File: src/rtl/muldiv_issue_controller_pkg.sv
// Shared types and constants for the mul/div issue controller and its scoreboard.
package muldiv_issue_controller_pkg;

  typedef enum logic [1:0] {
    ST_IDLE = 2'd0,
    ST_BUSY = 2'd1,
    ST_WB   = 2'd2
  } md_state_e;

  localparam int CNT_W       = 6;
  localparam int DEF_MUL_LAT = 3;
  localparam int DEF_DIV_LAT = 33;

endpackage

File: src/rtl/muldiv_issue_controller_md_scoreboard.sv
// One-entry pending-destination scoreboard with RAW/WAW hazard compare.
module muldiv_issue_controller_md_scoreboard (
  input  logic       clk,
  input  logic       rst_n,
  input  logic       set_en,
  input  logic [4:0] set_rd,
  input  logic       clr_en,
  input  logic [4:0] rs_id,
  input  logic [4:0] rt_id,
  input  logic       uses_rs,
  input  logic       uses_rt,
  input  logic [4:0] rd_id,
  input  logic       writes_rd,
  output logic       pend_valid,
  output logic [4:0] pend_rd,
  output logic       hazard
);

  logic       pend_valid_r;
  logic [4:0] pend_rd_r;
  logic       raw_s;
  logic       waw_s;

  // Pending entry: x0 destinations are never marked valid, so x0 sources never match.
  always_ff @(posedge clk) begin
    if (!rst_n) begin
      pend_valid_r <= 1'b0;
      pend_rd_r    <= 5'd0;
    end else if (set_en) begin
      pend_valid_r <= (set_rd != 5'd0);
      pend_rd_r    <= set_rd;
    end else if (clr_en) begin
      pend_valid_r <= 1'b0;
    end
  end

  // Hazard compare against the pending destination.
  always_comb begin
    raw_s  = pend_valid_r & ((uses_rs & (rs_id == pend_rd_r)) |
                             (uses_rt & (rt_id == pend_rd_r)));
    waw_s  = pend_valid_r & writes_rd & (rd_id == pend_rd_r);
    hazard = raw_s | waw_s;
  end

  assign pend_valid = pend_valid_r;
  assign pend_rd    = pend_rd_r;

endmodule

File: src/rtl/muldiv_issue_controller.sv
// Issue/writeback sequencer for the shared multi-cycle mul/div unit; stalls ID on hazards.
module muldiv_issue_controller
  import muldiv_issue_controller_pkg::*;
#(
  parameter int MUL_LAT = DEF_MUL_LAT,
  parameter int DIV_LAT = DEF_DIV_LAT
) (
  input  logic       clk,
  input  logic       rst_n,
  input  logic       issue_valid,
  input  logic       issue_is_md,
  input  logic       issue_is_div,
  input  logic [4:0] rs_id,
  input  logic [4:0] rt_id,
  input  logic       uses_rs,
  input  logic       uses_rt,
  input  logic [4:0] rd_id,
  input  logic       writes_rd,
  input  logic       flush,
  input  logic       wb_slot_free,
  output logic       md_start,
  output logic       md_is_div,
  output logic       md_busy,
  output logic       stall_id,
  output logic       md_wb_valid,
  output logic [4:0] md_wb_rd
);

  localparam logic [CNT_W-1:0] MUL_CNT = CNT_W'(MUL_LAT - 2);
  localparam logic [CNT_W-1:0] DIV_CNT = CNT_W'(DIV_LAT - 2);

  md_state_e        state_r;
  logic [CNT_W-1:0] cnt_r;
  logic             pend_valid_s;
  logic [4:0]       pend_rd_s;
  logic             hazard_s;
  logic             issue_fire_s;
  logic             wb_done_s;

  // Stall, issue and writeback-completion decode; a flushed instruction never stalls or issues.
  always_comb begin
    if (issue_valid && !flush) begin
      stall_id = hazard_s | (issue_is_md & (state_r != ST_IDLE));
    end else begin
      stall_id = 1'b0;
    end
    issue_fire_s = issue_valid & issue_is_md & ~flush & ~stall_id & (state_r == ST_IDLE);
    wb_done_s    = (state_r == ST_WB) & (wb_slot_free | ~pend_valid_s);
  end

  // Controller FSM with latency countdown.
  always_ff @(posedge clk) begin
    if (!rst_n) begin
      state_r <= ST_IDLE;
      cnt_r   <= {CNT_W{1'b0}};
    end else begin
      case (state_r)
        ST_IDLE: begin
          if (issue_fire_s) begin
            state_r <= ST_BUSY;
            cnt_r   <= issue_is_div ? DIV_CNT : MUL_CNT;
          end
        end
        ST_BUSY: begin
          if (cnt_r == {CNT_W{1'b0}}) begin
            state_r <= ST_WB;
          end else begin
            cnt_r <= cnt_r - {{(CNT_W-1){1'b0}}, 1'b1};
          end
        end
        ST_WB: begin
          if (wb_done_s) begin
            state_r <= ST_IDLE;
          end
        end
        default: begin
          state_r <= ST_IDLE;
          cnt_r   <= {CNT_W{1'b0}};
        end
      endcase
    end
  end

  muldiv_issue_controller_md_scoreboard u_sb (
    .clk        (clk),
    .rst_n      (rst_n),
    .set_en     (issue_fire_s),
    .set_rd     (rd_id),
    .clr_en     (wb_done_s),
    .rs_id      (rs_id),
    .rt_id      (rt_id),
    .uses_rs    (uses_rs),
    .uses_rt    (uses_rt),
    .rd_id      (rd_id),
    .writes_rd  (writes_rd),
    .pend_valid (pend_valid_s),
    .pend_rd    (pend_rd_s),
    .hazard     (hazard_s)
  );

  assign md_start    = issue_fire_s;
  assign md_is_div   = issue_fire_s & issue_is_div;
  assign md_busy     = (state_r != ST_IDLE);
  assign md_wb_valid = (state_r == ST_WB) & pend_valid_s;
  assign md_wb_rd    = md_wb_valid ? pend_rd_s : 5'd0;

endmodule
File: config.mk
export PLATFORM = sky130hd
export DESIGN_NAME = muldiv_issue_controller
export DESIGN_NICKNAME = d
export VERILOG_FILES = /design/src/rtl/muldiv_issue_controller_pkg.sv /design/src/rtl/muldiv_issue_controller_md_scoreboard.sv /design/src/rtl/muldiv_issue_controller.sv
export SDC_FILE = /design/constraint.sdc
export NUM_CORES = 1
export LEC_CHECK = 0
export CORE_ASPECT_RATIO = 1.1
export CORE_MARGIN = 10
export CORE_UTILIZATION = 45
export DETAILED_ROUTE_END_ITERATION = 10
export GPL_TIMING_DRIVEN = 0
export PLACE_DENSITY = 0.79
export RECOVER_POWER = 100
export SYNTH_ARGS = -nofsm -noshare
export SYNTH_HDL_FRONTEND = slang
export SYNTH_SLANG_ARGS = --single-unit
export TNS_END_PERCENT = 100
File: constraint.sdc
create_clock -name clk -period 2.7 [get_ports clk]
set_input_delay 0.675 -clock clk [delete_from_list [all_inputs] [get_ports clk]]
set_output_delay 0.675 -clock clk [all_outputs]
set_load 0.01 [all_outputs]
==> impl_results.md <==
- Seq pwr share: 0.418
- Residual DRC: 0
- Routed WL: 3.26 mm
- Worst EP required: 2.03 ns
- Area growth, synth to finish: 50.2%
- Share of cells above drive strength 1: 0.148
- Final setup vio count: 0
- Final Hold Fails: 0
- Type of the worst setup path: in -> out
- Combinational Power Share: 0.304
- Mapped Nets: 156
- Via density: 5.29
- Setup crit end kind: output port
- DR pass1 iterations: 4
- IO buf count: 34
- Post-synth top area cell: dfxtp_1
- Hold Path Class: reg -> reg
- Final WS setup: 0.0308 ns
- Syn_area_per_cell: 7.94 um^2
- Routed WL per cell: 15.8 um
- # Max-Cap Violations: 0
- DP HPWL: 2.41 mm
- Fin Setup TNS: 0 ns
- Clk root buf: clkbuf_4
- Area occupied by multi-input gates: 769 um^2
- Ys Warns: 0
- Initial Utilization: 0.463
- Final Max Slew Viols: 0
- CP Launch Type: input port
- Pin count of the biggest net entering global routing: 11
- Post-Synthesis Cells: 130
- Horiz. Die Dim: 65.7 um
- Switch Pwr: 172 uW
- Slew headroom: 0.711
- Total Die Area: 4610 um^2
- Final net count: 203
- Clock Power Share: 0.278
- Initial DRC Count: 55
- Vias in the first global route: 1111
- Maximum number of buffers from clock root to sink: 2
- Placer Congestion: 0.814
- DR vias: 1090
- #FFs+latches synth: 14
- Synth area leaders: dfxtp_1 (27%), xnor2_1 (11%), nand2_1 (9.8%)
- Area of the core: 2230 um^2
- Mapped cell area: 1030 um^2
- CTS H-tree lvls: 1
- Grt total ovfl: 0
- Initial antenna violation count: 0
- Clock slew at reported path FFs: 0.09 ns
- CP Max Fanout: 3
- Top cell type's share of synthesized area: 0.272
- Max Fclk: 0.375 GHz
- Final Critical Period: 2.67 ns
- Sink Count: 14
- Register area: 280 um^2
- Pre-CTS setup slack: -0.841 ns
- Hold-fix buffers at CTS: 0
- Gr usage total: 0.141
- CTS tree: built
- Layout Skew: 0.00236 ns
- ANT nets after route: 0
- # diodes: 0
- FP Rows: 18
- Worst EP arrival: 1.99 ns
- Maximum vdd drop: 0.288 mV
- Slew @ Worst Pin: 0.433 ns
- Leak pwr: 0.638 nW
- Status: complete, no violations
- Clk_lat worst skew: 0.29 ns
- Hold WS: 0.492 ns
- I/O pin total: 35
- Pint: 392 uW
- Final Cycle Share: 0.989
- Sequential cell area fraction in the yosys report: 0.272
- Fill cells: 181
- Cell variety after synth: 34
- Switch share: 0.305
- Power Dens Cells: 364 nW/um^2
- CTS buffer count: 3
- First-pass GRT wire length: 5.26 mm
- Die Span Y: 70.2 um
==> cells in the mapped netlist <==
| cell | instances |
|---|---|
| or3_1 | 2 |
| ha_1 | 1 |
| nor3_1 | 3 |
| nand2_1 | 27 |
| o31a_1 | 1 |
| o22ai_1 | 5 |
| or4_1 | 1 |
| nor3b_1 | 2 |
| and3_1 | 4 |
| o31ai_1 | 1 |
| nand3_1 | 3 |
| o41ai_1 | 1 |
| xnor2_1 | 13 |
| clkbuf_1 | 3 |
| inv_1 | 6 |
| and3_4 | 1 |
| nor2b_1 | 3 |
| xor2_1 | 4 |
| nor4_1 | 1 |
| nand4b_1 | 1 |
| buf_4 | 1 |
| dfxtp_1 | 14 |
| nor2_1 | 3 |
| mux2i_1 | 10 |
| o211ai_1 | 3 |
| o21ai_0 | 4 |
| nand4_1 | 2 |
| and3_2 | 1 |
| o221a_4 | 1 |
| a211oi_4 | 1 |
| and2_1 | 2 |
| a21oi_1 | 2 |
| nand2b_1 | 2 |
| o21a_1 | 1 |
==> final cells by class <==
type | count | share of cell area
sequential | 14 | 0.181
tap | 30 | 0.0242
buffer | 4 | 0.00969
clock buffer | 4 | 0.0234
timing repair buffer | 42 | 0.251
inverter | 6 | 0.0145
multi-input combinational | 106 | 0.496
==> timing repair <==
action,CTS,global route
gates resized for setup,30,13
setup buffers,5,3
gates cloned,0,0
pin swaps,11,14
setup endpoints to repair,3,3
==> layer usage <==
layer  wire (um)  track usage
met2        1710        0.246
met5           0            0
met3         110       0.0175
met4          91       0.0667
met1        1340        0.160
==> critical path, stage by stage <==
cell and delay, ns:
dlygate4sd2_1 0.27, xnor2_1 0.15, nand4_1 0.18, buf_4 0.20, o22ai_4 0.13, a211oi_4 0.07
and2_1 0.18, buf_2 0.14
==> power by group through the flow <==
stage	clock network, mW	registers, mW	logic, mW
global route	0.168	0.238	0.190
finish	0.157	0.236	0.171
detailed placement	0	0.240	0.162
floorplan	0	0.235	0.0983
global placement	0	0.239	0.157
CTS	0.159	0.235	0.164
==> final timing paths <==
path,to,cells after the start,from,slack (ns)
max,md_is_div,8,rd_id[3],0.03
min,cnt_r[4]$_SDFFE_PN0P_,2,cnt_r[4]$_SDFFE_PN0P_,0.49
max reg2reg,cnt_r[0]$_SDFFE_PN0P_,6,cnt_r[2]$_SDFFE_PN0P_,0.63
min reg2reg,cnt_r[4]$_SDFFE_PN0P_,2,cnt_r[4]$_SDFFE_PN0P_,0.49
==> stage by stage <==
| stage | utilization | power, mW | std cells | area, um^2 |
|---|---|---|---|---|
| global placement | 0.632 | 0.396 | 194 | 1410 |
| global route | 0.695 | 0.595 | 206 | 1550 |
| detailed placement | 0.632 | 0.402 | 194 | 1410 |
| CTS | 0.666 | 0.557 | 203 | 1480 |
| finish | 0.695 | 0.564 | 206 | 1550 |
| floorplan | - | 0.333 | 130 | 1030 |
==> layout by cell type, fill, tap and decap left out, drive strengths merged, types with 4 or more instances in the layout <==
cell type and count:
nand2 27, clkdlybuf4s50 16, dfxtp 14, xnor2 13, buf 11, mux2i 10, clkbuf 8, inv 6
dlygate4sd2 6, clkdlybuf4s15 6, and3 6, o22ai 5, xor2 4, o21ai 4
==> state kept, by name (all words and copies together) (netlist names) <==
signal	flops
cnt_r	6
u_sb.pend_rd	5
u_sb.pend_valid	1
state_r	2
==> cells by family (layout without fill, tap and decap cells) <==
kind of cell             Yosys count  count (layout)  share of synthesized area
flip-flops                        14              14                      0.272
buffers and inverters             10              56                     0.0400
multiplexers                      10              10                     0.0970
adder cells (fa/ha/maj)            1               1                     0.0121
AO/OA/AOI/OAI                     20              20                      0.152
XOR/XNOR                          17              17                      0.144
AND/OR/NAND/NOR                   58              58                      0.284
No activity file was read; power rests on OpenSTA's default activity.
